[src/rtl/if_fetch_unit_if.sv]
// if_fetch_unit_if: fetch-stage bus between if_fetch_unit and the rest of the pipeline
// Ports (slave = fetch unit side):
//   le, br_taken, br_target, imem_data        -> into fetch unit
//   imem_addr, if_instr, if_pc, if_npc,
//   if_valid, redirect_pend                    <- out of fetch unit
//   fetch_count                                <- only with IF_FETCH_COUNT_EN
interface if_fetch_unit_if #(parameter int IMEM_AW = 9);
  logic               le;
  logic               br_taken;
  logic [31:0]        br_target;
  logic [IMEM_AW-1:0] imem_addr;
  logic [31:0]        imem_data;
  logic [31:0]        if_instr;
  logic [31:0]        if_pc;
  logic [31:0]        if_npc;
  logic               if_valid;
  logic               redirect_pend;
`ifdef IF_FETCH_COUNT_EN
  logic [31:0]        fetch_count;
  modport slave  (input le, br_taken, br_target, imem_data,
                  output imem_addr, if_instr, if_pc, if_npc, if_valid, redirect_pend, fetch_count);
  modport master (output le, br_taken, br_target, imem_data,
                  input imem_addr, if_instr, if_pc, if_npc, if_valid, redirect_pend, fetch_count);
`else
  modport slave  (input le, br_taken, br_target, imem_data,
                  output imem_addr, if_instr, if_pc, if_npc, if_valid, redirect_pend);
  modport master (output le, br_taken, br_target, imem_data,
                  input imem_addr, if_instr, if_pc, if_npc, if_valid, redirect_pend);
`endif
endinterface

[src/rtl/if_fetch_unit.sv]
// if_fetch_unit: MIPS IF stage holding PC/nPC with delay-slot redirect and stall-time redirect latching
// Ports: clk, rst (async, active-high), bus (if_fetch_unit_if.slave).
// Optional macro IF_FETCH_COUNT_EN adds bus.fetch_count, counting advancing cycles.
module if_fetch_unit #(
  parameter logic [31:0] RESET_PC = 32'h0000_0000,
  parameter int          IMEM_AW  = 9
) (
  input logic            clk,
  input logic            rst,
  if_fetch_unit_if.slave bus
);
  typedef enum logic [1:0] {BOOT, RUN, PEND} state_t;
  state_t      state, state_nx;
  logic [31:0] pc, npc, pend_tgt, pc_nx, npc_nx, pend_nx, tgt;
  logic        adv;
  always_ff @(posedge clk or posedge rst)
    if (rst) begin
      state    <= BOOT;
      pc       <= RESET_PC;
      npc      <= RESET_PC + 32'd4;
      pend_tgt <= '0;
    end else begin
      state    <= state_nx;
      pc       <= pc_nx;
      npc      <= npc_nx;
      pend_tgt <= pend_nx;
    end
  // A live redirect always beats a latched one; the latched target is consumed on the advance out of PEND.
  always_comb begin
    tgt      = bus.br_target & ~32'h3;
    adv      = (state != BOOT) && bus.le;
    state_nx = state == BOOT ? RUN :
               bus.le        ? RUN :
               (state == PEND || bus.br_taken) ? PEND : RUN;
    pc_nx    = adv ? npc : pc;
    npc_nx   = !adv         ? npc :
               bus.br_taken ? tgt :
               state == PEND ? pend_tgt : npc + 32'd4;
    pend_nx  = (state != BOOT && !bus.le && bus.br_taken) ? tgt : pend_tgt;
  end
  assign bus.if_valid      = state != BOOT;
  assign bus.if_instr      = bus.if_valid ? bus.imem_data : 32'h0;
  assign bus.if_pc         = pc;
  assign bus.if_npc        = npc;
  assign bus.imem_addr     = pc[IMEM_AW-1:0];
  assign bus.redirect_pend = state == PEND;
`ifdef IF_FETCH_COUNT_EN
  logic [31:0] cnt;
  always_ff @(posedge clk or posedge rst)
    if (rst) cnt <= '0;
    else if (adv) cnt <= cnt + 32'd1;
  assign bus.fetch_count = cnt;
`endif
endmodule

[src/flat_wrapper.sv]
// flat-port wrapper written by rule: the top's interface ports become plain ports
module if_fetch_unit_flat 
#(
  parameter logic [31:0] RESET_PC = 32'h0000_0000,
  parameter int          IMEM_AW  = 9
)
  (clk, rst, bus_le, bus_br_taken, bus_br_target, bus_imem_data, bus_imem_addr, bus_if_instr, bus_if_pc, bus_if_npc, bus_if_valid, bus_redirect_pend);
  if_fetch_unit_if #(.IMEM_AW(IMEM_AW)) bus_i ();
  input logic clk;
  input logic rst;
  input wire logic [$bits(bus_i.le)-1:0] bus_le;
  input wire logic [$bits(bus_i.br_taken)-1:0] bus_br_taken;
  input wire logic [$bits(bus_i.br_target)-1:0] bus_br_target;
  input wire logic [$bits(bus_i.imem_data)-1:0] bus_imem_data;
  output wire logic [$bits(bus_i.imem_addr)-1:0] bus_imem_addr;
  output wire logic [$bits(bus_i.if_instr)-1:0] bus_if_instr;
  output wire logic [$bits(bus_i.if_pc)-1:0] bus_if_pc;
  output wire logic [$bits(bus_i.if_npc)-1:0] bus_if_npc;
  output wire logic [$bits(bus_i.if_valid)-1:0] bus_if_valid;
  output wire logic [$bits(bus_i.redirect_pend)-1:0] bus_redirect_pend;
  assign bus_i.le = bus_le;
  assign bus_i.br_taken = bus_br_taken;
  assign bus_i.br_target = bus_br_target;
  assign bus_i.imem_data = bus_imem_data;
  assign bus_imem_addr = bus_i.imem_addr;
  assign bus_if_instr = bus_i.if_instr;
  assign bus_if_pc = bus_i.if_pc;
  assign bus_if_npc = bus_i.if_npc;
  assign bus_if_valid = bus_i.if_valid;
  assign bus_redirect_pend = bus_i.redirect_pend;
  if_fetch_unit #(.RESET_PC(RESET_PC), .IMEM_AW(IMEM_AW)) u_core (.clk(clk), .rst(rst), .bus(bus_i));
endmodule
[config.mk]
export PLATFORM = sky130hd
export DESIGN_NAME = if_fetch_unit_flat
export DESIGN_NICKNAME = d
export VERILOG_FILES = /design/src/rtl/if_fetch_unit_if.sv /design/src/rtl/if_fetch_unit.sv /design/src/flat_wrapper.sv
export SDC_FILE = /design/constraint.sdc
export NUM_CORES = 1
export LEC_CHECK = 0
export ABC_CLOCK_PERIOD_IN_PS = 6300
export BUFFER_PORTS_ARGS = -buffer_cell sky130_fd_sc_hd__buf_2
export CAP_MARGIN = 0
export CORE_ASPECT_RATIO = 1.5
export CORE_MARGIN = 2
export CORE_UTILIZATION = 35
export CTS_BUF_LIST = sky130_fd_sc_hd__clkbuf_8
export DETAILED_ROUTE_END_ITERATION = 8
export GPL_TIMING_DRIVEN = 0
export MAX_ROUTING_LAYER = met4
export SLEW_MARGIN = 20
export SYNTH_ARGS = -nofsm -noshare
export SYNTH_HDL_FRONTEND = slang
export SYNTH_SLANG_ARGS = --single-unit
[constraint.sdc]
create_clock -name clk -period 6.3 [get_ports clk]
set_input_delay 0.945 -clock clk [delete_from_list [all_inputs] [get_ports clk]]
set_output_delay 0.945 -clock clk [all_outputs]
set_load 0.01 [all_outputs]
# After elaboration in Yosys (flattened, before gate mapping)
# Index checks and enable logic that the tools add are counted.
# W data, S select, Z words.
[word_totals]
ff_bits = 96
in_bits = 68
output_inout_bits = 107
elab_cells = 19
[classes]
n_addsub = 1
eq_ne = 1
n_mux = 6
reduce_logical = 7
[op_table]
columns = ["operator", "n"]
rows = [
  ["$mux W32", 3],
  ["$add A32 B3 Y32 const B", 1],
  ["$mux W2", 3],
  ["$logic_and A1 B1 Y1", 3],
  ["$eq A2 B2 Y1 const B", 1],
  ["$logic_not A2 Y1", 1],
  ["$reduce_bool A2 Y1", 1],
  ["$logic_not A1 Y1", 1],
  ["$logic_or A1 B1 Y1", 1],
]

# Depth between registers and ports, before layout
# Gate-level depths: netlist (run 1).
[logic_depth]
ltp_word = 5
ltp_mapped = 10
ltp_nobuf = 6

# Worst setup path after synthesis (run 1)
# No wires, ideal clock.
[synth_timing]
path_kind = "register to output"
from = "register u_core.state[0]"
to = "output bus_if_instr[17]"
arrival_time_ns = 1.335
required_ns = 5.355
setup_slack_ns = 4.020
stages_incl_launch_ff = 6
path_buffers = 3
path_cell_list = "dfrtp_1 clkbuf_1 or2_1 clkbuf_1 clkbuf_1 and2_1"
[synth_between]
elab_chain_len = 2
[synth_lines]
columns = ["item", "line_no", "source"]
rows = [
  ["start: declaration", "if_fetch_unit.sv:13", "state_t state, state_nx;"],
  ["start signal: assignment", "if_fetch_unit.sv:23", "state <= state_nx;"],
  ["$reduce_bool A2 Y1", "if_fetch_unit.sv:41", "assign bus.if_valid = state != BOOT;"],
  ["named net bus_if_valid", "flat_wrapper.sv:19", "output wire logic [$bits(bus_i.if_valid)-1:0] bus_if_valid;"],
  ["$mux W32", "if_fetch_unit.sv:42", "assign bus.if_instr = bus.if_valid ? bus.imem_data : 32'h0;"],
  ["end: declaration", "flat_wrapper.sv:16", "output wire logic [$bits(bus_i.if_instr)-1:0] bus_if_instr;"],
]
# The timed path passes the listed nets, and every way through them passes these cells.

# Worst setup path after layout (run 1)
[layout_timing]
from = "register u_core.state[0]"
to = "output bus_redirect_pend"
[layout_between]
elab_chain_len = 1
[layout_lines]
columns = ["item", "line_no", "source"]
rows = [
  ["$eq A2 B2 Y1", "if_fetch_unit.sv:46", "assign bus.redirect_pend = state == PEND;"],
  ["end: declaration", "flat_wrapper.sv:20", "output wire logic [$bits(bus_i.redirect_pend)-1:0] bus_redirect_pend;"],
]
# Every way passes these cells.

==> run metrics, run 1 <==
status finished, final reports clean; endpoints failing setup 0; Detailed Route WL approximately 16000 µm; cts bufs inserted 9; largest net degree at the start of global routing 79; Final Max Slew Viols 0; postcts setup bufs 0; IO Port Bufs roughly 170; Setup CP Type flop to primary output; Initial DRC Count between 200 and 300; synth warn 0; Main synth FF type dfrtp_1; Layout Utilization between 40% and 50%; Crit Path Max Fanout 10; Setup crit end kind primary output; Slew HR roughly half; GP Congestion slightly below 0.9; final worst slack approximately 3.2 ns; synthesized area 4980 µm²; vias per cell ~5.1; register bit total from synthesis just over 90; multi-input logic area ~2400 µm²; 1st-pass router iterations 6; CP Data Required Time around 5.4 ns; CTS root buf clkbuf_8; die extent in x between 100 and 150 µm; RSZ-0062 raised after global routing false; Residual DRC 0; EDFF count, synth 0; Initial Util between 30% and 40%; Floorplan Core Area 14000 µm²; n_diodes 0; Worst path top cell family by delay buffers and inverters; Sequential Power Share 48.2%; Leakage Power between 0.003 and 0.004 µW; Clock Latency Late Sink between 0.3 and 0.4 ns; die area between 15000 and 20000 µm²; pwr dens 268 nW/µm²; Nets 804; period utilisation layout 48.5%; Clock transition at path regs about 0.080 ns; CTS Sinks between 90 and 100; Clk pwr share between 20% and 30%; post-cts gate resize count 0; Post-DP Area 6090 µm²; ys async rst share 100%; Final Cell Area 6280 µm²; Startpoint Class flop; fillers about 1.4k; WL/cell between 15 and 20 µm; CP Buf/Inv Count 6; Total GRT Usage 22.1%; instance count of the mapped netlist 553; Peak VDD IR about 0.000092 V; CTS max path bufs 2; number of max-cap violations 0; fraction of layout cells with a size suffix above 1 roughly 33%; I/O pins between 150 and 200; synthesis-to-finish area growth 26.2%; hold_buf cts 0; Fmax 327 MHz; mean post-synth cell area between 9 and 10 µm²; combinational power share between 20 and 30%; remaining global-route overflow 0; via count 4788; Cell Chain, Critical Path clkbuf_1, nand2b_1, buf_4, inv_2, buf_2, buf_2, buf_2; most used cell, CP buf_2; Max Clock Skew around 0.0072 ns; library cells used by synthesis 57; total negative slack 0 ns; Pint approximately 1100 µW; CTS tree done; pre-CTS WS ~3.6 ns; switching fraction of total power 34.6%; slowest stage delay, CP between 0.3 and 0.4 ns; Cell Rows 53; Die Span Y approximately 150 µm; number of global-route vias before repair between 4k and 5k; post-detail-place hpwl 12200 µm; FF/Latch Area ~2300 µm²; H-tree levels 3; number of antenna violations at the first check in global routing 0; Final Hold Fails 0; Min-Delay Path Class flop to flop; Tmin final slightly above 3 ns; post-synthesis sequential area ratio between 40% and 50%; switching power 583 µW; Arrival @ worst endpoint 2.11 ns; worst-margin pin slew ~0.74 ns; first-pass GRT wire length between 20000 and 25000 µm; Final ANT Viol Nets 0; Crit-path slowest cell dfrtp_1
final timing paths:
kind / startpoint / to / slack [ns] / depth (start not counted)
min reg2reg: u_core.bus.if_pc[14] / u_core.bus.if_pc[14] / 0.47 / 2
max: u_core.state[0] / bus_redirect_pend / 3.24 / 7
min: u_core.bus.if_pc[14] / u_core.bus.if_pc[14] / 0.47 / 2
min in group asynchronous: rst / u_core.bus.if_pc[26] / 0.48 / 2
max reg2reg: u_core.bus.if_npc[2] / u_core.bus.if_npc[24] / 3.88 / 6
max in group asynchronous: rst / u_core.bus.if_npc[2] / 5.15 / 3
cell usage in the layout, fill, tap and decap left out, types with 4 or more instances in the layout:
cell type  Yosys  final
buf_2          9    174
nand2_1      112    112
dfrtp_1       91     91
and2_1        34     34
o21ai_0       34     34
a21oi_1       34     34
nor2_1        31     31
mux2_2        25     25
clkbuf_1      22     22
buf_4         16     16
clkbuf_8       0     13
and3_1        12     12
nor3_1        11     11
nand3_1       10     10
inv_1          9      9
o21ai_1        8      8
nand4_1        8      8
xor2_1         7      7
a41oi_1        6      6
conb_1         1      6
mux2_1         5      5
nand2b_1       4      4
a221oi_1       4      4
a221o_1        4      4
xnor2_1        4      4
a211oi_1       4      4
worst min-delay path, stage by stage (launching register included):
cell	delay [ns]
dfrtp_1	0.34
nand2_1	0.05
nand2_1	0.05
registers in the layout, indices dropped and copies added (netlist names):
register / cells
u_core.state: 2
u_core.bus.if_pc: 30
u_core.bus.if_npc: 30
u_core.pend_tgt: 30
kinds of logic (layout without fill, tap and decap cells):
family | Yosys count | in the layout | share of synthesized area [%]
other cells | 1 | 6 | 0.0753
fa+ha+maj | 1 | 1 | 0.251
buf+inv | 62 | 243 | 6.59
flops | 92 | 92 | 46.3
compound gates | 116 | 116 | 14.3
simple gates | 239 | 239 | 23.6
mux | 31 | 31 | 6.99
xor+xnor | 11 | 11 | 1.94
power by group through the flow:
| stage | clock, µW | combinational (µW) | sequential, µW |
|---|---|---|---|
| finish | 389 | 481 | 812 |
| global placement | 0 | 473 | 818 |
| CTS | 398 | 486 | 810 |
| floorplan | 0 | 256 | 830 |
| detailed placement | 0 | 484 | 822 |
| global route | 424 | 531 | 827 |
final cells by class:
type	instances	share of cell area, %
plain buffers	52	4.62
repair buffers	166	13.6
multi-input cells	404	37.6
clock inverters	2	0.139
well taps	192	3.82
inverters	10	0.677
clock buffers	13	2.85
flip-flops and latches	92	36.7
per-layer routing:
| metal | vias to the layer above | GRT usage [%] | share of wire, % |
|---|---|---|---|
| met2 | 204 | 36.6 | 51 |
| met1 | 2296 | 26.5 | 40 |
| met3 | 30 | 3.50 | 5.6 |
| met5 | - | - | 0 |
| met4 | 0 | 9.19 | 3.0 |
| li1 | 2258 | - | - |
Yosys cell counts, types with 4 or more instances:
cell type	n	area share, %
nand2b_1	4	0.50
nor3_1	11	1.1
nand4_1	8	1.0
a211oi_1	4	0.60
buf_2	9	0.90
a221o_1	4	0.80
and3_1	12	1.5
a221oi_1	4	0.70
o21ai_0	34	3.4
nor2_1	31	2.3
nand3_1	10	1.0
o21ai_1	8	0.80
dfrtp_1	91	46
mux2_1	5	1.1
xor2_1	7	1.2
a41oi_1	6	1.1
clkbuf_1	22	1.7
and2_1	34	4.3
mux2_2	25	5.7
buf_4	16	2.4
a21oi_1	34	3.4
nand2_1	112	8.4
xnor2_1	4	0.70
inv_1	9	0.68
metrics by stage:
| stage | hold slack (ns) | instances | total power (µW) |
|---|---|---|---|
| after detailed placement | 0.461 | 916 | 1310 |
| after global placement | 0.454 | 915 | 1290 |
| after global routing | 0.472 | 931 | 1780 |
| after CTS | 0.471 | 931 | 1700 |
| final | 0.473 | 931 | 1680 |
| after floorplan | 0.453 | 558 | 1090 |
Note: power is estimated with default switching activity, not from simulation.
==> run 2: changes to the inputs <==
- ABC_AREA: default -> 1
- ABC_CLOCK_PERIOD_IN_PS: 6300 -> 2480
- clock period: 6.3 -> 2.48 ns (I/O delays scaled with it)
==> run 2 against run 1 <==
Against the previous run:
- largest power group unchanged
- non-clock buffer count down 7
- critical path type unchanged
- clock power up 150%
- synthesized cell count up 28%
- critical path depth down 2
- clock skew up 0.0068 ns
- combinational power rose to 3.0 times the previous value
- via count up 7.5%
- die area up 5.7%
- synthesized area up 5.9%
- worst setup slack worse by 2.8 ns
- sequential cell count unchanged
==> run metrics, run 2 <==
status finished, final reports clean; Cell Rows 54 (+1.9%); Floorplan Core Area 14700 µm² (+4.8%); CTS Sinks 92 (unchanged); Setup crit end kind primary output; Slew HR 52.7% (+1.8 points); pwr dens 682 nW/µm² (+150%); ys async rst share 100% (unchanged); RSZ-0062 raised after global routing false; register bit total from synthesis 92 (unchanged); Min-Delay Path Class primary input to asynchronous set/reset pin; Fmax roughly 490 MHz; Detailed Route WL 16800 µm (+4.4%); Tot Pwr 4490 µW (+170%); number of global-route vias before repair 5073 (+8.8%); H-tree levels 3 (unchanged); EDFF count, synth 0 (unchanged); synthesis-to-finish area growth 25.0%; post-synthesis sequential area ratio 43.7% (-2.6 points); switching power 1670 µW (+190%); M2 GR Usage 38.7% (+2.1 points); crit path from u_core.state[0]; most crowded layer after global routing met2; GP Congestion 0.941 (+6.1%); CP Capture Point bus_redirect_pend; Setup CP Type flop to primary output; library cells used by synthesis 33 (-42%); Worst R2R Setup Slack 0.48 ns (-3.40 ns); grt met1 use 25.5% (-1.0 points); period utilisation layout between 80% and 90%; n_diodes 0 (unchanged); Synth top area share 43.2% (-2.5 points); IO Port Bufs 165 (unchanged); remaining global-route overflow 0 (unchanged); number of max-cap violations 0 (unchanged); largest net degree at the start of global routing 34 (-57%); Startpoint Class flop; vias per cell 4.72 (-8.2%); Tmin final around 2.0 ns; CP Data Required Time 2.11 ns (-3.24 ns); combinational power share 32.4% (+3.8 points); Crit Path Max Fanout 10 (unchanged); CP Buf/Inv Count 4 (-2); stages on the worst setup path 5 (-2); cell with the most instances after synthesis nand2_1; Main synth FF type dfrtp_1; cts bufs inserted 9 (unchanged); post-cts gate resize count 0 (unchanged); Initial Util 35.9% (+0.37 points); die area 16100 µm² (+5.7%); endpoints failing setup 0 (unchanged); Peak VDD IR 0.000225 V (+150%); Hold Slack 0.116 ns (-0.357 ns); Arrival @ worst endpoint 1.65 ns (-0.46 ns); hold_buf cts 0 (unchanged); CTS root buf clkbuf_8; commonest non-fill, non-tap cell in the layout buf_2; Initial DRC Count 206 (-21%); cells on worst reg2reg path 10 (+4); postcts setup bufs 0 (unchanged); Max Clock Skew 0.0140 ns (+0.00676 ns); top post-synthesis cells by count nand2_1 (168), inv_1 (97), dfrtp_1 (91), nor2_1 (87), o21ai_0 (62); Critical R2R Launch u_core.bus.if_npc[3]; instance count of the mapped netlist 707 (+28%); Sequential Power Share 46.3% (-1.9 points); synthesized area 5270 µm² (+5.9%); post-detail-place hpwl 13500 µm (+11%); Cell Chain, Critical Path inv_1, nand2_1, inv_1, buf_2, buf_2; Residual DRC 0 (unchanged); Final ANT Viol Nets 0 (unchanged); Final Max Slew Viols 0 (unchanged); Crit-path slowest cell dfrtp_1; number of antenna violations at the first check in global routing 0 (unchanged); Total GRT Usage 22.1% (+0.058 points); Leakage Power 0.00352 µW (+15%); I/O pins 175 (unchanged); Worst path top cell family by delay buffers and inverters; WL/cell 15.4 µm (-11%); CTS tree done; Final Hold Fails 0 (unchanged); 1st-pass router iterations 5 (-1); slowest stage delay, CP 0.42 ns (+0.06 ns); worst r2r dst u_core.bus.if_npc[30]; Die Span Y 154 µm (+2.8%); worst-margin pin slew 0.708 ns (-0.0289 ns); Synth area leader dfrtp_1; Clock Latency Late Sink 0.36 ns (about the same); synth warn 0 (unchanged); fraction of layout cells with a size suffix above 1 28.9% (-4.1 points); total negative slack 0 ns (unchanged); die extent in x 104 µm (+2.8%); via count 5149 (+7.5%); Pint 2820 µW (+160%); met3 Use GR 2.91% (-0.60 points); Clock transition at path regs 0.09 ns (about the same); Clk pwr share 21.3% (-1.8 points); commonest non-fill, non-tap cells in the layout buf_2 (173), nand2_1 (168), inv_1 (99); switching fraction of total power 37.1% (+2.5 points); Nets 959 (+19%); mean post-synth cell area 7.45 µm² (-17%); top cells by area, synth dfrtp_1 (43%), nand2_1 (12%), inv_1 (6.9%); CTS max path bufs 2 (unchanged); first-pass GRT wire length 27000 µm (+8.3%)
==> run 2: cell type report <==
class	count	area [µm²]
buffer	44	254
clock buffer	12	165
clock inverter	4	16.3
fill	1548	8080
inverter	98	372
multi-input combinational	478	2360
sequential	92	2300
tap	196	245
timing repair buffer	167	866
==> run 2: cells by family after synthesis <==
family                     count (synthesis)  share of synthesized area, %
AOI/OAI and AO/OA                        127                          13.3
xor gates and xnor gates                   3                         0.499
adders and majority gates                  1                         0.237
buffers and inverters                    142                          11.8
DFF                                       92                          43.7
muxes                                     23                          4.91
other                                      1                        0.0712
and+or+nand+nor                          318                          25.5
==> run 2: power by group through the flow <==
stage               registers (µW)  clock network, µW  logic [µW]
finish                        2080                959        1460
global placement              2100                  0        1440
CTS                           2070                979        1470
detailed placement            2100                  0        1470
floorplan                     2130                  0         810
global route                  2120               1040        1640
==> run 2: metal layers <==
metal / routed length, µm / part of all wire [%]
met5: 0 / 0
met4: 546 / 3.2
met3: 795 / 4.7
met2: 8590 / 51
met1: 6890 / 41
==> run 2: how the worst min path moves through the flow <==
stage | end | slack [ns] | cells past startpoint
after detailed placement | u_core.bus.if_pc[17] | 0.45 | 2
after CTS | u_core.bus.if_pc[4] | 0.13 | 2
after global routing | u_core.bus.if_pc[8] | 0.16 | 2
final | u_core.bus.if_pc[6] | 0.12 | 2
after floorplan | u_core.pend_tgt[13] | 0.45 | 2
after global placement | u_core.bus.if_pc[17] | 0.45 | 2
==> run 2: stage by stage <==
stage / util, % / area, µm² / setup slack (ns) / instances
2_1_floorplan: - / 5290 / 0.880 / 712
3_3_place_gp: 43.4 / 6360 / 0.315 / 1073
3_5_place_dp: 43.7 / 6400 / 0.532 / 1075
4_1_cts: 44.9 / 6590 / 0.410 / 1091
5_1_grt: 44.9 / 6590 / 0.324 / 1091
6_report: 44.9 / 6590 / 0.455 / 1091
==> run 3: changes to the inputs <==
- ABC_CLOCK_PERIOD_IN_PS: 2480 -> 1600
- clock period: 2.48 -> 1.6 ns (I/O delays scaled with it)
==> run 3 against run 2 <==
Against the previous run:
- clock power rose by 110%
- largest cell class unchanged
- cell area increased by 12%
- sequential power is 56% higher
- critical path type is now flop to flop
- highest routed layer unchanged
- power is 77% higher
- register-to-register slack worse by 0.61 ns
- worst setup slack worse by 0.58 ns
- final cell count up 2.7%
- first-iteration DRC count fell by 3.4%
- sequential share of layout area is 3.7 points lower
- the flow now finishes with violations (setup timing)
==> run metrics, run 3 (synthesis gave the netlist of run 2 again) <==
dpl cells 1075 (unchanged); via count 5316 (+3.2%); Initial Util 35.9% (unchanged); pwr dens 1070 nW/µm² (+57%); number of antenna violations at the first check in global routing 1 (+1); endpoints failing setup 45 (+45); Final Hold Fails 0 (unchanged); Residual DRC 0 (unchanged); Final ANT Viol Nets 0 (unchanged); Floorplan Core Area 14700 µm² (unchanged); Peak VDD IR 0.000461 V (+100%); Clock transition at path regs 0.10 ns (about the same); Hold Slack 0.105 ns (-0.0109 ns); cts bufs inserted 9 (unchanged); Arrival @ worst endpoint 2.04 ns (+0.39 ns); Total GRT Usage 22.9% (+0.76 points); vias per cell 4.75 (+0.57%); GP Congestion 0.926 (-1.5%); Tot Pwr 7930 µW (+77%); Crit Path Max Fanout 4 (-6); post-detail-place hpwl 13600 µm (+0.10%); commonest non-fill, non-tap cell in the layout nand2_1; Final Max Slew Viols 0 (unchanged); fraction of layout cells with a size suffix above 1 39.7% (+11 points); Clock Latency Late Sink 0.38 ns (+0.02 ns); commonest non-fill, non-tap cells in the layout nand2_1 (162), buf_2 (156), inv_1 (92); final std cells w/o fill 1120 (+2.7%); die extent in x 104 µm (unchanged); worst hold start bus_br_target[14]; number of max-cap violations 0 (unchanged); IO Port Bufs 165 (unchanged); pre-CTS WS -0.283 ns (-0.816 ns); 1st-pass router iterations 4 (-1); Startpoint Class flop; remaining global-route overflow 0 (unchanged); WL/cell 16.0 µm (+4.0%); RSZ-0062 raised after global routing true; Slew HR 52.2% (-0.47 points); Min-Delay Path Class primary input to flop; number of global-route vias before repair 5253 (+3.5%); fillers 1461 (-5.6%); CP Data Required Time 1.91 ns (-0.20 ns); Initial DRC Count 199 (-3.4%); crit path from u_core.bus.if_npc[2]; Worst R2R Setup Slack -0.13 ns (-0.61 ns); Leakage Power 0.00382 µW (+8.8%); Max Clock Skew 0.0147 ns (+0.000752 ns); Nets 987 (+2.9%); die area 16100 µm² (unchanged); CTS max path bufs 2 (unchanged); Tmin final roughly 1.7 ns; largest net degree at the start of global routing 34 (unchanged); synthesis-to-finish area growth 40.6%; Detailed Route WL 18000 µm (+6.7%); I/O pins 175 (unchanged); Setup crit end kind flop; final worst slack -0.126 ns (-0.581 ns); Fmax 579 MHz; first-pass GRT wire length 27800 µm (+2.7%); status finished with violations; Cell Rows 54 (unchanged); CTS Sinks 92 (unchanged); CTS tree done; failing checks setup timing; H-tree levels 3 (unchanged); Setup CP Type flop to flop; worst-margin pin slew 0.715 ns (+0.00697 ns); Die Span Y 154 µm (unchanged); Critical R2R Launch u_core.bus.if_npc[2]; CTS root buf clkbuf_8; period utilisation layout 108%
==> run 3: cell types whose count changed in the layout (fill, tap and decap cells not counted), sizes merged <==
cell / delta
buf: +29
bufinv: +3
inv: -3
clkbuf: -1
clkinv: -1
diode: +1
dlygate4sd3: +1
==> run 3: metal layers <==
metal,wire (µm),track usage (%),share of wire [%]
met1,6940,25.4,39
met2,9360,40.1,52
met3,1010,3.96,5.6
met4,648,10.5,3.6
met5,0,-,0
==> run 3: area by class of cell <==
type | instances | area (µm²) | area share (%)
Timing Repair Buffer | 195 | 1200 | 16.2
Tap cell | 196 | 245 | 3.31
Multi-Input combinational cell | 478 | 2660 | 35.8
Clock buffer | 13 | 179 | 2.42
Antenna cell | 1 | 2.50 | 0.0338
Inverter | 98 | 377 | 5.08
Buffer | 44 | 340 | 4.59
Sequential cell | 92 | 2310 | 31.3
Clock inverter | 3 | 90.1 | 1.22
==> run 3: worst paths after layout <==
| path | to | cells after the start |
|---|---|---|
| worst max-delay path | u_core.bus.if_npc[20] | 9 |
| worst min-delay path | u_core.pend_tgt[14] | 2 |
| worst max register to register | u_core.bus.if_npc[20] | 9 |
| worst min register to register | u_core.bus.if_pc[17] | 2 |
| max in group asynchronous | u_core.bus.if_npc[16] | 4 |
| min in group asynchronous | u_core.bus.if_pc[7] | 3 |
==> run 3: repair_timing <==
item,CTS,global route
hold buffers,1,0
setup endpoints to repair,86,102
setup buffers,11,13
gates resized for setup,44,107
pin swaps,9,15
cloned,1,3
hold endpoints to repair,26,0
==> run 3: critical path, stage by stage (launching register included) <==
cell and delay [ns]:
dfstp_2 0.60, ha_4 0.18, nand2_4 0.06, nor2_4 0.19, nand3b_1 0.17, nor2_1 0.15, nand2_1 0.08, nand3_2 0.08
nand2_2 0.05, a21oi_2 0.10
==> run 3: through the flow <==
| step | utilization, % | setup TNS [ns] | instance area, µm² |
|---|---|---|---|
| floorplan | - | 0 | 5310 |
| global placement | 43.5 | -41.42 | 6380 |
| detailed placement | 43.8 | -5.25 | 6420 |
| CTS | 47.2 | -1.40 | 6930 |
| global route | 50.5 | -5.69 | 7410 |
| finish | 50.5 | -2.25 | 7410 |
==> run 3: power breakdown <==
group | internal (µW) | switching [µW] | leakage (µW) | total (µW)
Sequential | 2790 | 453 | 0.00107 | 3250
Combinational | 1140 | 1480 | 0.00262 | 2620
Clock | 1210 | 855 | 0.000136 | 2060
